File: src/rtl/stepper_pkg.sv
// Shared types and defaults for the stepper move sequencer and its step-rate divider.
package stepper_pkg;

  typedef enum logic [1:0] {
    IDLE   = 2'd0,
    SETTLE = 2'd1,
    RUN    = 2'd2,
    DONE   = 2'd3
  } seq_state_t;

  localparam logic DIR_FWD = 1'b1;
  localparam logic DIR_REV = 1'b0;

  localparam int DEFAULT_CLK_DIV     = 10;
  localparam int DEFAULT_DEAD_CYCLES = 20;
  localparam int DEFAULT_STEP_W      = 16;
  localparam int DEFAULT_POS_W       = 16;

  function automatic logic is_moving(input seq_state_t s);
    return (s == SETTLE) || (s == RUN);
  endfunction

endpackage

File: src/rtl/step_rate_divider.sv
// Free-running modulo-CLK_DIV counter that flags the last cycle of each step period.
// Held at zero whenever run is low so every move starts on a full period.
module step_rate_divider
  import stepper_pkg::*;
#(
  parameter int CLK_DIV = DEFAULT_CLK_DIV
) (
  input  logic clk,
  input  logic reset,
  input  logic run,
  output logic tick
);

  localparam int CNT_W = $clog2(CLK_DIV);

  logic [CNT_W-1:0] count_q, count_d;
  logic             wrap;

  assign wrap = (count_q == CNT_W'(CLK_DIV - 1));
  assign tick = run && wrap;

  always_comb begin
    count_d = count_q;
    if (!run || wrap) begin
      count_d = '0;
    end else begin
      count_d = count_q + CNT_W'(1);
    end
  end

  always_ff @(posedge clk) begin
    if (reset) begin
      count_q <= '0;
    end else begin
      count_q <= count_d;
    end
  end

endmodule

File: src/rtl/stepper_move_sequencer.sv
// Command stage for the steppermotor block: accepts direction/step-count moves, gates
// dir/enable for exactly that many step periods, tracks position, settles on reversal.
module stepper_move_sequencer
  import stepper_pkg::*;
#(
  parameter int CLK_DIV     = DEFAULT_CLK_DIV,
  parameter int STEP_W      = DEFAULT_STEP_W,
  parameter int POS_W       = DEFAULT_POS_W,
  parameter int DEAD_CYCLES = DEFAULT_DEAD_CYCLES
) (
  input  logic                    clk,
  input  logic                    reset,
  input  logic                    cmd_valid,
  output logic                    cmd_ready,
  input  logic                    cmd_dir,
  input  logic [STEP_W-1:0]       cmd_steps,
  input  logic                    abort,
  output logic                    dir,
  output logic                    enable,
  output logic                    step_tick,
  output logic                    busy,
  output logic                    done,
  output logic                    aborted,
  output logic signed [POS_W-1:0] position
);

  localparam int SETTLE_W = (DEAD_CYCLES > 1) ? $clog2(DEAD_CYCLES) : 1;

  seq_state_t          state_q, state_d;
  logic                dir_q, dir_d;
  logic                enable_q, enable_d;
  logic                step_tick_q, step_tick_d;
  logic                busy_q, busy_d;
  logic                done_q, done_d;
  logic                aborted_q, aborted_d;
  logic                cmd_ready_q, cmd_ready_d;
  logic                abort_flag_q, abort_flag_d;
  logic [POS_W-1:0]    position_q, position_d;
  logic [STEP_W-1:0]   remaining_q, remaining_d;
  logic [SETTLE_W-1:0] settle_q, settle_d;

  logic run;
  logic div_tick;
  logic accept;
  logic final_tick;

  assign run = (state_q == RUN);

  step_rate_divider #(
    .CLK_DIV(CLK_DIV)
  ) u_div (
    .clk  (clk),
    .reset(reset),
    .run  (run),
    .tick (div_tick)
  );

  always_comb begin
    // NOTE: every _d starts from a default so no path through the case can infer a latch.
    state_d      = state_q;
    dir_d        = dir_q;
    position_d   = position_q;
    remaining_d  = remaining_q;
    settle_d     = settle_q;
    abort_flag_d = abort_flag_q;
    step_tick_d  = 1'b0;
    done_d       = 1'b0;
    aborted_d    = 1'b0;

    accept     = cmd_valid && cmd_ready_q;
    final_tick = div_tick && (remaining_q == STEP_W'(1));

    case (state_q)
      IDLE: begin
        if (accept) begin
          abort_flag_d = 1'b0;
          if (cmd_steps == '0) begin
            state_d = DONE;
          end else begin
            remaining_d = cmd_steps;
            if (cmd_dir != dir_q) begin
              dir_d    = cmd_dir;
              settle_d = '0;
              state_d  = SETTLE;
            end else begin
              state_d = RUN;
            end
          end
        end
      end
      SETTLE: begin
        if (abort) begin
          state_d      = DONE;
          abort_flag_d = 1'b1;
          remaining_d  = '0;
        end else if (settle_q == SETTLE_W'(DEAD_CYCLES - 1)) begin
          state_d = RUN;
        end else begin
          settle_d = settle_q + SETTLE_W'(1);
        end
      end
      RUN: begin
        // A tick landing on the abort edge is a completed step and still counts.
        if (div_tick) begin
          step_tick_d = 1'b1;
          remaining_d = remaining_q - STEP_W'(1);
          position_d  = (dir_q == DIR_REV) ? position_q - POS_W'(1) : position_q + POS_W'(1);
        end
        if (final_tick) begin
          state_d = DONE;
        end else if (abort) begin
          state_d      = DONE;
          abort_flag_d = 1'b1;
          remaining_d  = '0;
        end
      end
      DONE: begin
        done_d       = 1'b1;
        aborted_d    = abort_flag_q;
        abort_flag_d = 1'b0;
        state_d      = IDLE;
      end
      default: state_d = IDLE;
    endcase

    // enable follows the RUN state one cycle late, so it never overlaps a dir change.
    enable_d    = (state_q == RUN);
    busy_d      = is_moving(state_d);
    cmd_ready_d = (state_d == IDLE);
  end

  always_ff @(posedge clk) begin
    // NOTE: sequential state uses non-blocking assignments so all flops update together.
    if (reset) begin
      state_q      <= IDLE;
      dir_q        <= DIR_FWD;
      enable_q     <= 1'b0;
      step_tick_q  <= 1'b0;
      busy_q       <= 1'b0;
      done_q       <= 1'b0;
      aborted_q    <= 1'b0;
      cmd_ready_q  <= 1'b1;
      abort_flag_q <= 1'b0;
      position_q   <= '0;
      remaining_q  <= '0;
      settle_q     <= '0;
    end else begin
      state_q      <= state_d;
      dir_q        <= dir_d;
      enable_q     <= enable_d;
      step_tick_q  <= step_tick_d;
      busy_q       <= busy_d;
      done_q       <= done_d;
      aborted_q    <= aborted_d;
      cmd_ready_q  <= cmd_ready_d;
      abort_flag_q <= abort_flag_d;
      position_q   <= position_d;
      remaining_q  <= remaining_d;
      settle_q     <= settle_d;
    end
  end

  assign cmd_ready = cmd_ready_q;
  assign dir       = dir_q;
  assign enable    = enable_q;
  assign step_tick = step_tick_q;
  assign busy      = busy_q;
  assign done      = done_q;
  assign aborted   = aborted_q;
  assign position  = position_q;

endmodule

File: config.mk
export PLATFORM = sky130hd
export DESIGN_NAME = stepper_move_sequencer
export DESIGN_NICKNAME = d
export VERILOG_FILES = /design/src/rtl/stepper_pkg.sv /design/src/rtl/step_rate_divider.sv /design/src/rtl/stepper_move_sequencer.sv
export SDC_FILE = /design/constraint.sdc
export NUM_CORES = 1
export LEC_CHECK = 0
export CAP_MARGIN = 20
export CELL_PAD_IN_SITES_DETAIL_PLACEMENT = 1
export CELL_PAD_IN_SITES_GLOBAL_PLACEMENT = 1
export CORE_MARGIN = 2
export CORE_UTILIZATION = 44
export DETAILED_ROUTE_END_ITERATION = 12
export PLACE_DENSITY_LB_ADDON = 0.08
export SYNTH_ARGS = -nofsm -noshare
export SYNTH_HDL_FRONTEND = slang
export SYNTH_SLANG_ARGS = --single-unit
File: constraint.sdc
create_clock -name clk -period 6.5 [get_ports clk]
set_input_delay 1.625 -clock clk [delete_from_list [all_inputs] [get_ports clk]]
set_output_delay 1.625 -clock clk [all_outputs]
set_load 0.05 [all_outputs]
Word level (Yosys, flattened, before mapping)
Cells that the tools add are included.
Widths: inputs -> output; s select.
Storage, ports and cells
  register bits: 51
  input bits: 21
  output and inout bits: 23
  word-level logic and storage cells: 84
Cells by class
  add/sub/neg operators: 5
  equality and inequality tests: 16
  mux-type cells: 28
  bitwise operators: 3
  reductions and logical operators: 19
Operators with widths (count)
  $mux 16: 7
  $pmux 16 s3: 1
  $sub 16x1->16 const B: 2
  $mux 5: 5
  $add 16x1->16 const B: 1
  $eq 16x1->1 const B: 1
  $logic_not 16->1: 1
  $mux 2: 7
  $ne 2x2->1 const B: 7
  $pmux 5 s2: 1
  $pmux 2 s4: 1
  $reduce_and 4->1: 2
  $eq 2x2->1 const B: 3
  $reduce_and 6->1: 1
  $reduce_or 2->1: 3
  $add 5x1->5 const B: 1
  $eq 5x5->1 const B: 1
  $mux 1: 5
  $add 4x1->4 const B: 1
  $eq 2x1->1 const B: 2
  $eq 4x4->1 const B: 1
  $logic_not 2->1: 2
  $pmux 1 s4: 1
  $reduce_and 2->1: 2
  7 further kinds: 12

Depth between registers and ports, before layout
  depth in word-level cells: 7
  mapped depth: 9
  depth with buffers taken out: 9

Hierarchy
From an unflattened synthesis, not the netlist that was laid out.
Second synthesis, totals
  cells, all modules: 387
  area, all modules: 3134.3 um^2
Modules (own cells, without submodules)
  stepper_move_sequencer: instances 1, cells an instance 369, area each 2954.1 um^2
  step_rate_divider: instances 1, cells an instance 18, area each 180.2 um^2

Least setup slack after synthesis
OpenSTA, ideal clock, no wires.
  path type: register to register
  start point: reg dir_q (netlist: dir)
  end point: reg position_q[15] (netlist: position[15])
  arrival time: 2.970 ns
  data required time: 6.377 ns
  slack: 3.407 ns
  stages on the path, launching flop included: 9
  buffers on the path: 0
  clock period less this slack: 3.093 ns
  cell sequence: dfxtp_1 -> inv_1 -> ha_1 -> a211oi_2 -> nor2_1 -> o31a_1 -> a221oi_2 -> mux2i_1 -> mux2_1
Between the ends
  word-level cells in the longest chain between the ends: 1
RTL lines
  from (decl): line stepper_move_sequencer.sv:30  | logic dir_q, dir_d;
  from (signal assigned): line stepper_move_sequencer.sv:149  | dir_q <= dir_d;
  $mux 16: line stepper_move_sequencer.sv:107  | position_d = (dir_q == DIR_REV) ? position_q - POS_W'(1) : position_q + POS_W'(1);
  to (signal assigned): line stepper_move_sequencer.sv:157  | position_q <= position_d;
  to (decl): line stepper_move_sequencer.sv:38  | logic [POS_W-1:0] position_q, position_d;
No other way between the ends.
A chain may end at the register's enable or synchronous reset.

==> flow_summary.yaml <==
synth:
  synth_flop_cell: "dfxtp_1"
  ys_ff_latch: 51
  yosysMostFrequentCell: "dfxtp_1"
  synth_common_cells: "dfxtp_1 (51), a21oi_1 (38), nand2_1 (34), nor2_1 (32), ha_1 (24)"
  yosysWarningCount: 0
  synth_area_leader_cell: "dfxtp_1"
  synth-seq-area-share_pct: 32.15
  synthCells: 390
  synth-edff-count: 0
  synth_cell_type_count: 61
  yosys-top-cells-area: "dfxtp_1 (32%), ha_1 (9.5%), a21oi_1 (6.0%), nand2_1 (4.0%), nor2_1 (3.8%)"
  yosysTopAreaCellShare_pct: 32.15
  synthesis.nets: 436
  syn_avg_cell_area_um2: 8.142
  syn_area_um2: 3176
  synthArstFlopShare_pct: 0
power:
  peakVddDrop_uv: 197.1
  p_leak_nw: 1.410
  finalPower_mw: 1.147
  pwr_density_cell_nw_per_um2: 305.2
route:
  ant_nets: 0
  dr.first_iter.drc_count: 122
  wl_um: 8972
  viasPerCell: 5.885
  drtPass1Iterations: 4
  post-route-drc-count: 0
  vias: 3078
  wl_per_cell_um: 17.15
clock_network:
  ctsResizeCount: 0
  clk_latency_ns: 0.31
  root_buffer: "clkbuf_8"
  clkSinkCount: 51
  cts_buffers: 5
  cts_tree: "built"
  htree_levels: 2
  clkSlewWorstSetupHoldPaths_ns: 0.09
  post_cts_buffers: 0
  postCtsHoldBufs: 0
  clk_path_buf_depth: 2
worst_setup_path:
  max_stage_delay_ns: 0.56
  reg2reg_depth: 8
  critPathBufInv: 4
  crit_type: "in2reg"
  reg2reg_from: "dir"
  worst-r2r-setup-slack_ns: 3.46
  arrival_ns: 4.08
  crit_fanout: 34
  crit_family: "buffers and inverters"
  start_kind: "primary input"
  slowest_stage: "clkinv_1"
  crit_chain: "clkdlybuf4s50_1 -> buf_4 -> clkinv_1 -> nand2_1 -> inv_1 -> nand3_1 -> nor2_1 -> or3_1"
  r2r-end: "position[15]"
  worst_ep_required_time_ns: 6.70
  crit_path_end_kind: "flip-flop"
global_routing:
  overflow: 0
  first_global_vias: 3108
  grt_use_total_pct: 24.04
  grt_max_degree: 35
  antenna_found_initial: 0
  grt_first_pass_wirelength_um: 15040
final_layout:
  area.growth.synth_to_final_pct: 18.40
  final_area_um2: 3760
  fin_nets: 473
  finalCoreUtilization_pct: 54.44
  diodes: 0
  drive_gt1_share_pct: 3.981
timing:
  skew_ns: 0.009057
  layout_min_cycle_time_ns: 3.879
  drv_slew: 0
  timing.final.setup_violations: 0
  worst_hold_slack_ns: 0.4683
  rsz0062_at_grt: "false"
  setup_tns_ns: 0
  fmax_mhz: 257.8
  finalCritPeriodShare_pct: 59.68
  hold_violations: 0
  slew_headroom_pct: 29.12
  tightest_slew_ns: 1.063
place:
  gp_congestion: 0.8422
  dpl_cell_area_um2: 3672
  port_buffers: 43
  hpwl_um: 6585
die:
  die_h_um: 88.96
  initial_core_util_pct: 45.98
  fp.coreArea_um2: 6907
  die_x_um: 88.96
  dieArea_um2: 7913
  std_cell_rows: 30
  io_pins: 44
min_path:
  worstHoldStart: "u_div.count_q[0]"
  holdPathStages: 1
  whs_endpoint: "u_div.count_q[0]"
  min_path_type: "reg2reg"
status:
  outcome: "finished clean"
job:
  cap_violations: 0
==> registers in the layout, summed over array words and instances (netlist names), 2 cells and up <==
name and flops:
position 16, remaining_q 16, settle_q 5, state_q 2, u_div.count_q 4
==> worst reg2reg max path: stages (launching register included) <==
cell      delay, ns
dfxtp_1        0.37
inv_1          0.52
ha_1           0.41
a211oi_2       0.33
nor2_1         0.10
o31a_1         0.37
a221oi_2       0.28
mux2i_1        0.23
mux2_1         0.33
==> power breakdown <==
part	internal, mW	switching [mW]	leakage [nW]
clock network	0.0839	0.106	0.0470
logic	0.196	0.351	0.949
registers	0.364	0.0467	0.414
==> layout by cell type (no fill, tap or decap), types with 3 or more instances in the layout <==
master,instances
nor2_1,32
o32ai_1,6
ha_1,24
o21ai_0,17
nand2_1,34
a21oi_1,38
dfxtp_1,51
nand4_1,5
o22ai_1,4
a22oi_1,3
clkdlybuf4s50_1,43
nor2b_1,6
nand4b_1,3
nand3_1,16
clkbuf_8,6
a211oi_1,6
nor4b_1,3
o211ai_1,6
a32oi_1,9
nor4_1,7
a21o_1,8
nor3_1,13
and2_1,3
inv_1,21
xor2_1,5
a31oi_1,3
mux2i_1,3
xnor2_1,10
o21a_1,5
==> routing by layer <==
layer,track usage [%],wire length [µm],share of wire (%)
met5,0,0,0
met4,5.427,57,0.64
met3,4.155,247,2.8
met2,39.28,4256,47
met1,33.47,4410,49
==> layout make-up <==
type	count	area, µm²
clock inverters	1	5.005
repair buffers	45	445.4
flip-flops and latches	51	1021
inverters	22	82.58
clock buffers	6	82.58
well taps	96	120.1
multi-input cells	302	2003
fillers	869	3147
==> kinds of logic (layout without fill, tap and decap cells) <==
| family | Yosys count | after routing | synth area share [%] |
|---|---|---|---|
| AND/OR/NAND/NOR | 136 | 136 | 22.03 |
| AO/OA/AOI/OAI | 122 | 122 | 25.53 |
| flip-flops | 51 | 51 | 32.15 |
| buffers and inverters | 37 | 74 | 4.767 |
| adder cells (fa/ha/maj) | 25 | 25 | 10.09 |
| XOR/XNOR | 15 | 15 | 4.137 |
| multiplexers | 4 | 4 | 1.300 |
==> how the worst max path moves through the flow <==
stage,startpoint,to,cells after the start
2_1_floorplan,dir,position[15],8
6_report,reset,position[12],8
3_5_place_dp,reset,position[12],8
5_1_grt,reset,position[12],8
3_3_place_gp,reset,position[12],8
4_1_cts,reset,position[12],8
==> stage by stage <==
step,setup WS (ns),instances
final,2.621,523
after global routing,2.464,523
after CTS,2.634,523
after detailed placement,2.299,516
after global placement,2.375,516
after floorplan,3.407,390
Power figures use the tool's default switching activity.
